File: src/rtl/rv32i_pkg.sv
// Shared RV32I definitions for the instruction encoder: formats, opcodes, FSM states.
// Range-check helpers are used only when INSN_ENC_CHECK_EN is defined.
package rv32i_pkg;

  typedef enum logic [2:0] {
    FMT_R = 3'd0,
    FMT_I = 3'd1,
    FMT_S = 3'd2,
    FMT_B = 3'd3,
    FMT_U = 3'd4,
    FMT_J = 3'd5
  } insn_fmt_e;

  localparam logic [6:0] OP_LOAD   = 7'b0000011;
  localparam logic [6:0] OP_IMM    = 7'b0010011;
  localparam logic [6:0] OP_AUIPC  = 7'b0010111;
  localparam logic [6:0] OP_STORE  = 7'b0100011;
  localparam logic [6:0] OP_REG    = 7'b0110011;
  localparam logic [6:0] OP_LUI    = 7'b0110111;
  localparam logic [6:0] OP_BRANCH = 7'b1100011;
  localparam logic [6:0] OP_JALR   = 7'b1100111;
  localparam logic [6:0] OP_JAL    = 7'b1101111;

  typedef enum logic [1:0] {
    ST_IDLE  = 2'd0,
    ST_RUN   = 2'd1,
    ST_FLUSH = 2'd2,
    ST_DONE  = 2'd3
  } enc_state_e;

  // True when v is the sign extension of its low 'bits' bits.
  function automatic logic fits_signed(input logic [31:0] v, input int unsigned bits);
    logic [31:0] hi;
    hi = 32'($signed(v) >>> (bits - 1));
    return (hi == '0) || (hi == '1);
  endfunction

  function automatic logic is_imm_shift(input logic [6:0] opcode, input logic [2:0] funct3);
    return (opcode == OP_IMM) && ((funct3 == 3'b001) || (funct3 == 3'b101));
  endfunction

endpackage

File: src/rtl/insn_encoder_if.sv
// Field-bundle handshake and IMEM write bus between a program builder and insn_encoder.
interface insn_encoder_if #(
  parameter int ADDR_W = 10
);
  logic              i_vld;
  logic              o_rdy;
  logic [2:0]        i_fmt;
  logic [6:0]        i_opcode;
  logic [2:0]        i_funct3;
  logic              i_funct7_5;
  logic [4:0]        i_rd;
  logic [4:0]        i_rs1;
  logic [4:0]        i_rs2;
  logic [31:0]       i_imm;
  logic              i_last;
  logic [ADDR_W-1:0] o_imem_addr;
  logic [31:0]       o_imem_wdata;
  logic              o_imem_wren;

  modport master (
    output i_vld, i_fmt, i_opcode, i_funct3, i_funct7_5, i_rd, i_rs1, i_rs2, i_imm, i_last,
    input  o_rdy, o_imem_addr, o_imem_wdata, o_imem_wren
  );

  modport slave (
    input  i_vld, i_fmt, i_opcode, i_funct3, i_funct7_5, i_rd, i_rs1, i_rs2, i_imm, i_last,
    output o_rdy, o_imem_addr, o_imem_wdata, o_imem_wren
  );
endinterface

File: src/rtl/insn_encoder_pack.sv
// insn_pack: combinational RV32I field packer (fields -> 32-bit word + illegal flag).
// Macro INSN_ENC_CHECK_EN adds immediate range checks to the illegal flag.
module insn_pack
  import rv32i_pkg::*;
(
  input  logic [2:0]  fmt,
  input  logic [6:0]  opcode,
  input  logic [2:0]  funct3,
  input  logic        funct7_5,
  input  logic [4:0]  rd,
  input  logic [4:0]  rs1,
  input  logic [4:0]  rs2,
  input  logic [31:0] imm,
  output logic [31:0] word,
  output logic        illegal
);

  logic fmt_bad;
  logic shift;

  assign shift = is_imm_shift(opcode, funct3);

  // NOTE: every always_comb output gets a default first so no path leaves it unassigned (no latch).
  always_comb begin
    word    = '0;
    fmt_bad = 1'b0;
    case (insn_fmt_e'(fmt))
      FMT_R: word = {1'b0, funct7_5, 5'b0, rs2, rs1, funct3, rd, opcode};
      FMT_I: begin
        if (shift) word = {1'b0, funct7_5, 5'b0, imm[4:0], rs1, funct3, rd, opcode};
        else       word = {imm[11:0], rs1, funct3, rd, opcode};
      end
      FMT_S: word = {imm[11:5], rs2, rs1, funct3, imm[4:0], opcode};
      FMT_B: word = {imm[12], imm[10:5], rs2, rs1, funct3, imm[4:1], imm[11], opcode};
      FMT_U: word = {imm[31:12], rd, opcode};
      FMT_J: word = {imm[20], imm[10:1], imm[11], imm[19:12], rd, opcode};
      default: fmt_bad = 1'b1;
    endcase
  end

`ifdef INSN_ENC_CHECK_EN
  logic range_bad;

  always_comb begin
    range_bad = 1'b0;
    case (insn_fmt_e'(fmt))
      FMT_I:   range_bad = !fits_signed(imm, 12) || (shift && (imm[11:5] != 7'd0));
      FMT_S:   range_bad = !fits_signed(imm, 12);
      FMT_B:   range_bad = !fits_signed(imm, 13) || imm[0];
      FMT_J:   range_bad = !fits_signed(imm, 21) || imm[0];
      FMT_U:   range_bad = (imm[11:0] != 12'd0);
      default: range_bad = 1'b0;
    endcase
  end

  assign illegal = fmt_bad | range_bad;
`else
  assign illegal = fmt_bad;
`endif

endmodule

File: src/rtl/insn_encoder.sv
// insn_encoder: accepts decoded RV32I field bundles, packs them and streams words into IMEM
// from BASE upward. Range checking is controlled by INSN_ENC_CHECK_EN (see insn_pack).
module insn_encoder
  import rv32i_pkg::*;
#(
  parameter int                ADDR_W = 10,
  parameter int                DEPTH  = 1 << ADDR_W,
  parameter logic [ADDR_W-1:0] BASE   = '0
) (
  input  logic            i_clk,
  input  logic            i_reset,
  input  logic            i_start,
  insn_encoder_if.slave   bus,
  output logic [ADDR_W:0] o_count,
  output logic            o_done,
  output logic [1:0]      o_err
);

  localparam int CW = ADDR_W + 1;
  localparam logic [ADDR_W:0] DEPTH_C = CW'(DEPTH);

  enc_state_e        state_q, state_d;
  logic [ADDR_W:0]   count_q, count_d;
  logic [ADDR_W-1:0] addr_q, addr_d;
  logic [31:0]       wdata_q, wdata_d;
  logic              wren_q, wren_d;
  logic [1:0]        err_q, err_d;

  logic [31:0] word;
  logic        illegal;
  logic        accept;

  insn_pack u_pack (
    .fmt      (bus.i_fmt),
    .opcode   (bus.i_opcode),
    .funct3   (bus.i_funct3),
    .funct7_5 (bus.i_funct7_5),
    .rd       (bus.i_rd),
    .rs1      (bus.i_rs1),
    .rs2      (bus.i_rs2),
    .imm      (bus.i_imm),
    .word     (word),
    .illegal  (illegal)
  );

  assign accept = bus.i_vld && (state_q == ST_RUN);

  always_comb begin
    state_d = state_q;
    count_d = count_q;
    addr_d  = addr_q;
    wdata_d = wdata_q;
    wren_d  = 1'b0;
    err_d   = err_q;
    // A start pulse rearms the program and discards any bundle offered in the same cycle.
    if (i_start) begin
      state_d = ST_RUN;
      count_d = '0;
      addr_d  = BASE;
      err_d   = '0;
    end else begin
      case (state_q)
        ST_RUN: begin
          if (accept) begin
            if (illegal) begin
              err_d[0] = 1'b1;
            end else if (count_q == DEPTH_C) begin
              err_d[1] = 1'b1;
            end else begin
              wren_d  = 1'b1;
              addr_d  = BASE + count_q[ADDR_W-1:0];
              wdata_d = word;
              count_d = count_q + CW'(1);
            end
            if (bus.i_last) state_d = ST_FLUSH;
          end
        end
        ST_FLUSH: state_d = ST_DONE;
        ST_DONE:  state_d = ST_IDLE;
        default:  state_d = ST_IDLE;
      endcase
    end
  end

  // NOTE: sequential state uses non-blocking assignments so every flop samples pre-edge values.
  always_ff @(posedge i_clk or negedge i_reset) begin
    if (!i_reset) begin
      state_q <= ST_IDLE;
      count_q <= '0;
      addr_q  <= BASE;
      wdata_q <= '0;
      wren_q  <= 1'b0;
      err_q   <= '0;
    end else begin
      state_q <= state_d;
      count_q <= count_d;
      addr_q  <= addr_d;
      wdata_q <= wdata_d;
      wren_q  <= wren_d;
      err_q   <= err_d;
    end
  end

  assign bus.o_rdy        = (state_q == ST_RUN);
  assign bus.o_imem_addr  = addr_q;
  assign bus.o_imem_wdata = wdata_q;
  assign bus.o_imem_wren  = wren_q;
  assign o_count          = count_q;
  assign o_done           = (state_q == ST_DONE);
  assign o_err            = err_q;

endmodule

File: src/flat_wrapper.sv
// flat-port wrapper written by rule: the top's interface ports become plain ports
module insn_encoder_flat import rv32i_pkg::*;
#(
  parameter int                ADDR_W = 10,
  parameter int                DEPTH  = 1 << ADDR_W,
  parameter logic [ADDR_W-1:0] BASE   = '0
)
  (i_clk, i_reset, i_start, o_count, o_done, o_err, bus_i_vld, bus_i_fmt, bus_i_opcode, bus_i_funct3, bus_i_funct7_5, bus_i_rd, bus_i_rs1, bus_i_rs2, bus_i_imm, bus_i_last, bus_o_rdy, bus_o_imem_addr, bus_o_imem_wdata, bus_o_imem_wren);
  insn_encoder_if #(.ADDR_W(ADDR_W)) bus_i ();
  input  logic i_clk;
  input  logic i_reset;
  input  logic i_start;
  output logic [ADDR_W:0] o_count;
  output logic o_done;
  output logic [1:0] o_err;
  input wire logic [$bits(bus_i.i_vld)-1:0] bus_i_vld;
  input wire logic [$bits(bus_i.i_fmt)-1:0] bus_i_fmt;
  input wire logic [$bits(bus_i.i_opcode)-1:0] bus_i_opcode;
  input wire logic [$bits(bus_i.i_funct3)-1:0] bus_i_funct3;
  input wire logic [$bits(bus_i.i_funct7_5)-1:0] bus_i_funct7_5;
  input wire logic [$bits(bus_i.i_rd)-1:0] bus_i_rd;
  input wire logic [$bits(bus_i.i_rs1)-1:0] bus_i_rs1;
  input wire logic [$bits(bus_i.i_rs2)-1:0] bus_i_rs2;
  input wire logic [$bits(bus_i.i_imm)-1:0] bus_i_imm;
  input wire logic [$bits(bus_i.i_last)-1:0] bus_i_last;
  output wire logic [$bits(bus_i.o_rdy)-1:0] bus_o_rdy;
  output wire logic [$bits(bus_i.o_imem_addr)-1:0] bus_o_imem_addr;
  output wire logic [$bits(bus_i.o_imem_wdata)-1:0] bus_o_imem_wdata;
  output wire logic [$bits(bus_i.o_imem_wren)-1:0] bus_o_imem_wren;
  assign bus_i.i_vld = bus_i_vld;
  assign bus_i.i_fmt = bus_i_fmt;
  assign bus_i.i_opcode = bus_i_opcode;
  assign bus_i.i_funct3 = bus_i_funct3;
  assign bus_i.i_funct7_5 = bus_i_funct7_5;
  assign bus_i.i_rd = bus_i_rd;
  assign bus_i.i_rs1 = bus_i_rs1;
  assign bus_i.i_rs2 = bus_i_rs2;
  assign bus_i.i_imm = bus_i_imm;
  assign bus_i.i_last = bus_i_last;
  assign bus_o_rdy = bus_i.o_rdy;
  assign bus_o_imem_addr = bus_i.o_imem_addr;
  assign bus_o_imem_wdata = bus_i.o_imem_wdata;
  assign bus_o_imem_wren = bus_i.o_imem_wren;
  insn_encoder #(.ADDR_W(ADDR_W), .DEPTH(DEPTH), .BASE(BASE)) u_core (.i_clk(i_clk), .i_reset(i_reset), .i_start(i_start), .bus(bus_i), .o_count(o_count), .o_done(o_done), .o_err(o_err));
endmodule
File: config.mk
export PLATFORM = sky130hd
export DESIGN_NAME = insn_encoder_flat
export DESIGN_NICKNAME = d
export VERILOG_FILES = /design/src/rtl/rv32i_pkg.sv /design/src/rtl/insn_encoder_if.sv /design/src/rtl/insn_encoder_pack.sv /design/src/rtl/insn_encoder.sv /design/src/flat_wrapper.sv
export SDC_FILE = /design/constraint.sdc
export NUM_CORES = 1
export LEC_CHECK = 0
export CORE_MARGIN = 8
export CORE_UTILIZATION = 39
export DETAILED_ROUTE_END_ITERATION = 6
export GPL_ROUTABILITY_DRIVEN = 0
export HOLD_SLACK_MARGIN = 0.02
export PLACE_DENSITY_LB_ADDON = 0.05
export SLEW_MARGIN = 20
export SYNTH_ARGS = -nofsm -noshare
export SYNTH_HDL_FRONTEND = slang
export SYNTH_SLANG_ARGS = --single-unit
File: constraint.sdc
create_clock -name i_clk -period 2.1 [get_ports i_clk]
set_input_delay 0.42 -clock i_clk [delete_from_list [all_inputs] [get_ports i_clk]]
set_output_delay 0.42 -clock i_clk [all_outputs]
set_load 0.05 [all_outputs]
== Yosys cells after proc, flatten, opt, wreduce, memory -nomap -nowiden ==
Index checks and enable logic that the tools add are counted.
Operators by class
  order comparisons: 0
  reductions and logical operators: 14
  $mul: 0
  add/sub/neg operators: 1
  eq/ne operators: 16
  divide/modulo/power cells: 0
  muxes and demuxes: 27
  shift-type cells: 0
  bitwise operators: 2
Operators by type and width (count)
  $pmux 32 s6: 1
  $mux 11: 5
  $mux 10: 5
  $mux 32: 1
  $mux 2: 6
  $add 11x1->11 const B: 1
  $eq 11x11->1 const B: 1
  $eq 3x3->1 const B: 3
  $mux 1: 8
  $reduce_and 4->1: 2
  $reduce_bool 2->1: 4
  $eq 7x5->1 const B: 1
  $eq 3x1->1 const B: 2
  $eq 3x2->1 const B: 2
  $reduce_or 6->1: 1
  $reduce_and 5->1: 1
  $eq 2x2->1 const B: 2
  $pmux 2 s2: 1
  $logic_not 3->1: 1
  $ne 3x2->1 const B: 1
  $ne 3x3->1 const B: 1
  $reduce_and 3->1: 1
  $eq 2x1->1 const B: 1
  $logic_and 1x1->1: 2
  5 further kinds: 6
Word-level totals
  logic and storage cells: 67
  ROM bits: 0
  RAM bits: 0
  register bits after elaboration: 58
  memories: 0
  output and inout bits: 58
  latch bits: 0

== Longest topological paths before layout ==
  depth after elaboration: 6
  depth in mapped cells: 8
  gate-level depth less buffers: 7

== Cells and area by module ==
Synthesis repeated with hierarchy kept, for this count alone.
Second synthesis, totals
  cells, all modules: 288
  area, all modules: 3269.4 um^2
By module, submodules not included
  insn_encoder: instances 1, cells an instance 187, area an instance 2593.7 um^2, sequential area each 1451.4 um^2
  insn_pack: instances 1, cells an instance 101, area an instance 675.6 um^2, sequential area each 0.0 um^2

== Least setup slack after synthesis ==
No wires, ideal clock.
  path kind: register to register
  start: reg u_core.state_q[1]
  end: reg u_core.count_q[10] (netlist: u_core.o_count[10])
  cell stages (with the launch flop): 7
  data required time: 1975 ps
  buffers on the path: 0
  arrival: 2397 ps
  setup time: 125 ps
  slack: -422 ps
  cells stage by stage: dfrtp_1 inv_1 ha_1 nand2_1 or4b_4 nor4_1 mux2_2
On the way
  cells in the longest elaborated chain, start to end: 4
  elaborated cells between the ends (all ways): 5
  classes of those cells: eq/ne: 1; reduce/logical: 4
RTL lines
  from (decl): line insn_encoder.sv:22  | enc_state_e state_q, state_d;
  from (signal assigned): line insn_encoder.sv:95  | state_q <= state_d;
  $eq 2x1->1 *
  via bus_o_rdy: line flat_wrapper.sv:26  | output wire logic [$bits(bus_i.o_rdy)-1:0] bus_o_rdy;
  $logic_and 1x1->1: line insn_encoder.sv:46  | assign accept = bus.i_vld && (state_q == ST_RUN);
  $reduce_bool 2->1 (no line)
  $reduce_and 4->1 (no line) *
  to (signal assigned): line insn_encoder.sv:96  | count_q <= count_d;
  to (decl): line insn_encoder.sv:23  | logic [ADDR_W:0] count_q, count_d;
The timed path passes the listed nets; every way through them passes the cells marked *.
A chain may end at the register's enable or synchronous reset.

== Worst setup path after layout ==
  start: reg u_core.count_q[8] (netlist: u_core.o_count[8])
  end: out o_count[8]
RTL lines
  to (decl): line flat_wrapper.sv:13  | output logic [ADDR_W:0] o_count;
No word-level cell between the ends.

==> metrics <==
status finished, final reports clean; critical setup path kind reg -> out; Synth Flop Type dfrtp_1; Unique masters post-synth 39; clock tree buffer depth 2; drt total wl 9120 microns; Fmax approximately 490 MHz; Register Area 0.00145 sq mm; Yosys top cell area share 0.489; R2R cell count 6; Synth Register Bits between 50 and 60; full die area between 0.01 and 0.015 sq mm; Worst Hold Class in -> async; via count approximately 2800; gr ovfl total 0; All-Layer GR Usage 0.172; num rows 32; crit end category output pin; Antenna diodes 0; Multi-input gate area between 0.001 and 0.0015 sq mm; Synth async-reset ratio 1.00; Placeable Area around 0.0076 sq mm; clk sink count between 50 and 60; CTS Hold Buffers Added 0; Lkg Pwr between 2 and 2.5 nW; RR Endpoint u_core.o_count[10]$_DFFE_PN0P_; relative max-transition margin 0.606; worst flop-to-flop path startpoint u_core.state_q[1]$_DFFE_PN0P_; Compound-Gate Fraction of Synth Area 0.167; # setup viols final 0; largest family of logic cells by synthesized area compound AO/OA/AOI/OAI gates; IO Pins around 120; post-DP HPWL around 6900 microns; power per cell area about 1100 mW/mm^2; Ys Warns 0; crit start category flip-flop; Post-Syn Nets approximately 360; DRC 0; Worst-path clk slew 0.07 ns; sequential fraction of the synthesis area 0.489; multiplexer share of the synthesized area 0.131; R2R Setup Slk about 0.080 ns; Max VDD drop 0.777 mV; number of global-route vias before repair 2960; Post-DP Area ~0.0045 sq mm; Iteration-0 DRC Markers 57; initial antenna violation count 0; WL/cell roughly 17 microns; hold slack final 0.0883 ns; clk_lat worst skew approximately 0.33 ns; worst path required time approximately 1.7 ns; Die Ht just over 100 microns; Mapped Cells 290; max_cap viols 0; # fillers ~640; ANT nets after route 0; Post-Syn Area per Cell about 10 sq um; Final nets 510; xor/xnor share of the synthesized area 0.00295; Synth area leader dfrtp_1; pins over their slew limit 0; final instance area about 0.0047 sq mm; drt pass-1 iters 6; Post-synth EDFFs 0; P&R area growth vs syn 59.3%; largest net degree at the start of global routing 29; Syn Std Cell Area ~0.0030 sq mm; Worst-Margin Slew 0.591 ns; Root Buffer clkbuf_8; DIE WIDTH 103 microns; H-tree levels 3; Clock Skews ~0.009 ns; first-pass GRT wire length approximately 14000 microns; initial core utilization 0.392; final hold violations 0; Post-Synth Simple-Gate Area 0.138; CTS tree done; post-synthesis adder-cell area fraction 0.0211; I/O Buffers ~120; leading post-synthesis cells by cell area dfrtp_1 49%, mux2_2 12%, a21oi_1 5.1%, o21ai_0 3.5%, nand2_1 2.8%; largest fanout on the critical path 6; final worst path period share 0.968; Tmin final around 2 ns; TritonCTS buffer count 9; share of layout cells above drive strength 1 0.207; Critical Path AT roughly 1.6 ns; Vias per Instance just over 5
-- power breakdown --
part	switching, mW	internal (mW)	leakage, nW
registers	0.169	1.43	0.746
logic	1.61	0.962	1.23
clock network	0.472	0.580	0.0945
total	2.25	2.97	2.07
-- layout make-up --
type	instances	area share
timing repair buffer	155	0.313
sequential	58	0.307
multi-input combinational	198	0.296
clock buffer	10	0.0291
tap	102	0.0270
clock inverter	6	0.0140
inverter	17	0.0135
-- sequential cells by signal, summed over array words and instances (netlist names) --
name,flops
u_core.state_q,2
u_core.bus.o_imem_addr,10
u_core.o_err,2
u_core.bus.o_imem_wren,1
u_core.o_count,11
u_core.bus.o_imem_wdata,32
-- worst max path at each step --
stage / endpoint / slack, ns / from
after floorplan: u_core.o_count[10]$_DFFE_PN0P_ / -0.01 / u_core.state_q[1]$_DFFE_PN0P_
after global placement: u_core.bus.o_imem_wdata[28]$_DFFE_PN0P_ / -0.25 / bus_i_opcode[3]
after detailed placement: u_core.o_count[10]$_DFFE_PN0P_ / -0.24 / bus_i_fmt[2]
after CTS: o_count[7] / 0.007 / u_core.o_count[7]$_DFFE_PN0P_
after global routing: u_core.o_count[10]$_DFFE_PN0P_ / -0.003 / u_core.state_q[1]$_DFFE_PN0P_
final: o_count[8] / 0.07 / u_core.o_count[8]$_DFFE_PN0P_
-- through the flow --
stage	utilization	setup slack, ns	total power, mW	cells	TNS (ns)
2_1_floorplan	-	-0.0145	3.21	290	-0.0145
3_3_place_gp	0.595	-0.250	4.17	529	-3.01
3_5_place_dp	0.595	-0.243	4.20	529	-3.03
4_1_cts	0.622	0.00712	5.27	545	0
5_1_grt	0.625	-0.00299	5.46	546	-0.00299
6_report	0.625	0.0679	5.22	546	0
-- cell usage in the layout (no fill, tap or decap), drive strengths merged, types with 2 or more instances in the layout --
cell	n
or4	4
nor2b	7
nand3	11
a32o	5
a22o	9
nand4	4
clkinv	2
mux2i	4
clkdlybuf4s50	115
buf	35
clkbuf	10
ha	5
mux2	31
o21ai	21
nor2	14
dfrtp	58
clkinvlp	3
a21oi	30
and2	2
a22oi	4
o31ai	4
nand2	22
inv	17
dlymetal6s2s	4
a31oi	3
nor4	5
-- Yosys cell counts, types with 2 or more instances --
library cell / number
a21oi_1: 30
a22o_1: 9
a22oi_1: 4
a31oi_1: 3
a32o_1: 5
buf_4: 2
buf_6: 2
clkbuf_1: 12
dfrtp_1: 58
ha_1: 5
inv_1: 16
mux2_2: 31
mux2i_1: 4
nand2_1: 22
nand3_1: 11
nand4_1: 4
nor2_1: 14
nor2b_1: 7
nor4_1: 5
o21ai_0: 21
o31ai_1: 4
or4_1: 4
-- routing by layer --
metal / up-vias / wire (microns) / GRT usage
met4: 0 / 91 / 0.0523
li1: 1346 / - / -
met5: - / 0 / 0
met3: 9 / 720 / 0.0689
met2: 93 / 4740 / 0.296
met1: 1332 / 3570 / 0.189
-- timing repair --
item                       in CTS  in global routing
gates resized for setup         1                  5
setup endpoints to repair       1                  6
buffers inserted                0                  1
pin swaps                       0                  0
-- kinds of logic (layout without fill, tap and decap cells) --
group / count (synthesis) / in the layout
adder cells (fa/ha/maj): 5 / 5
buffers and inverters: 34 / 188
XOR/XNOR: 1 / 1
multiplexers: 35 / 35
AND/OR/NAND/NOR: 77 / 77
flip-flops: 58 / 58
AO/OA/AOI/OAI: 80 / 80
-- worst max-delay path, cell delays in order (launching register included) --
cell and delay [ns]:
dfrtp_1 0.35, buf_4 0.14, clkdlybuf4s50_1 0.80
No activity file was read; power rests on OpenSTA's default activity.
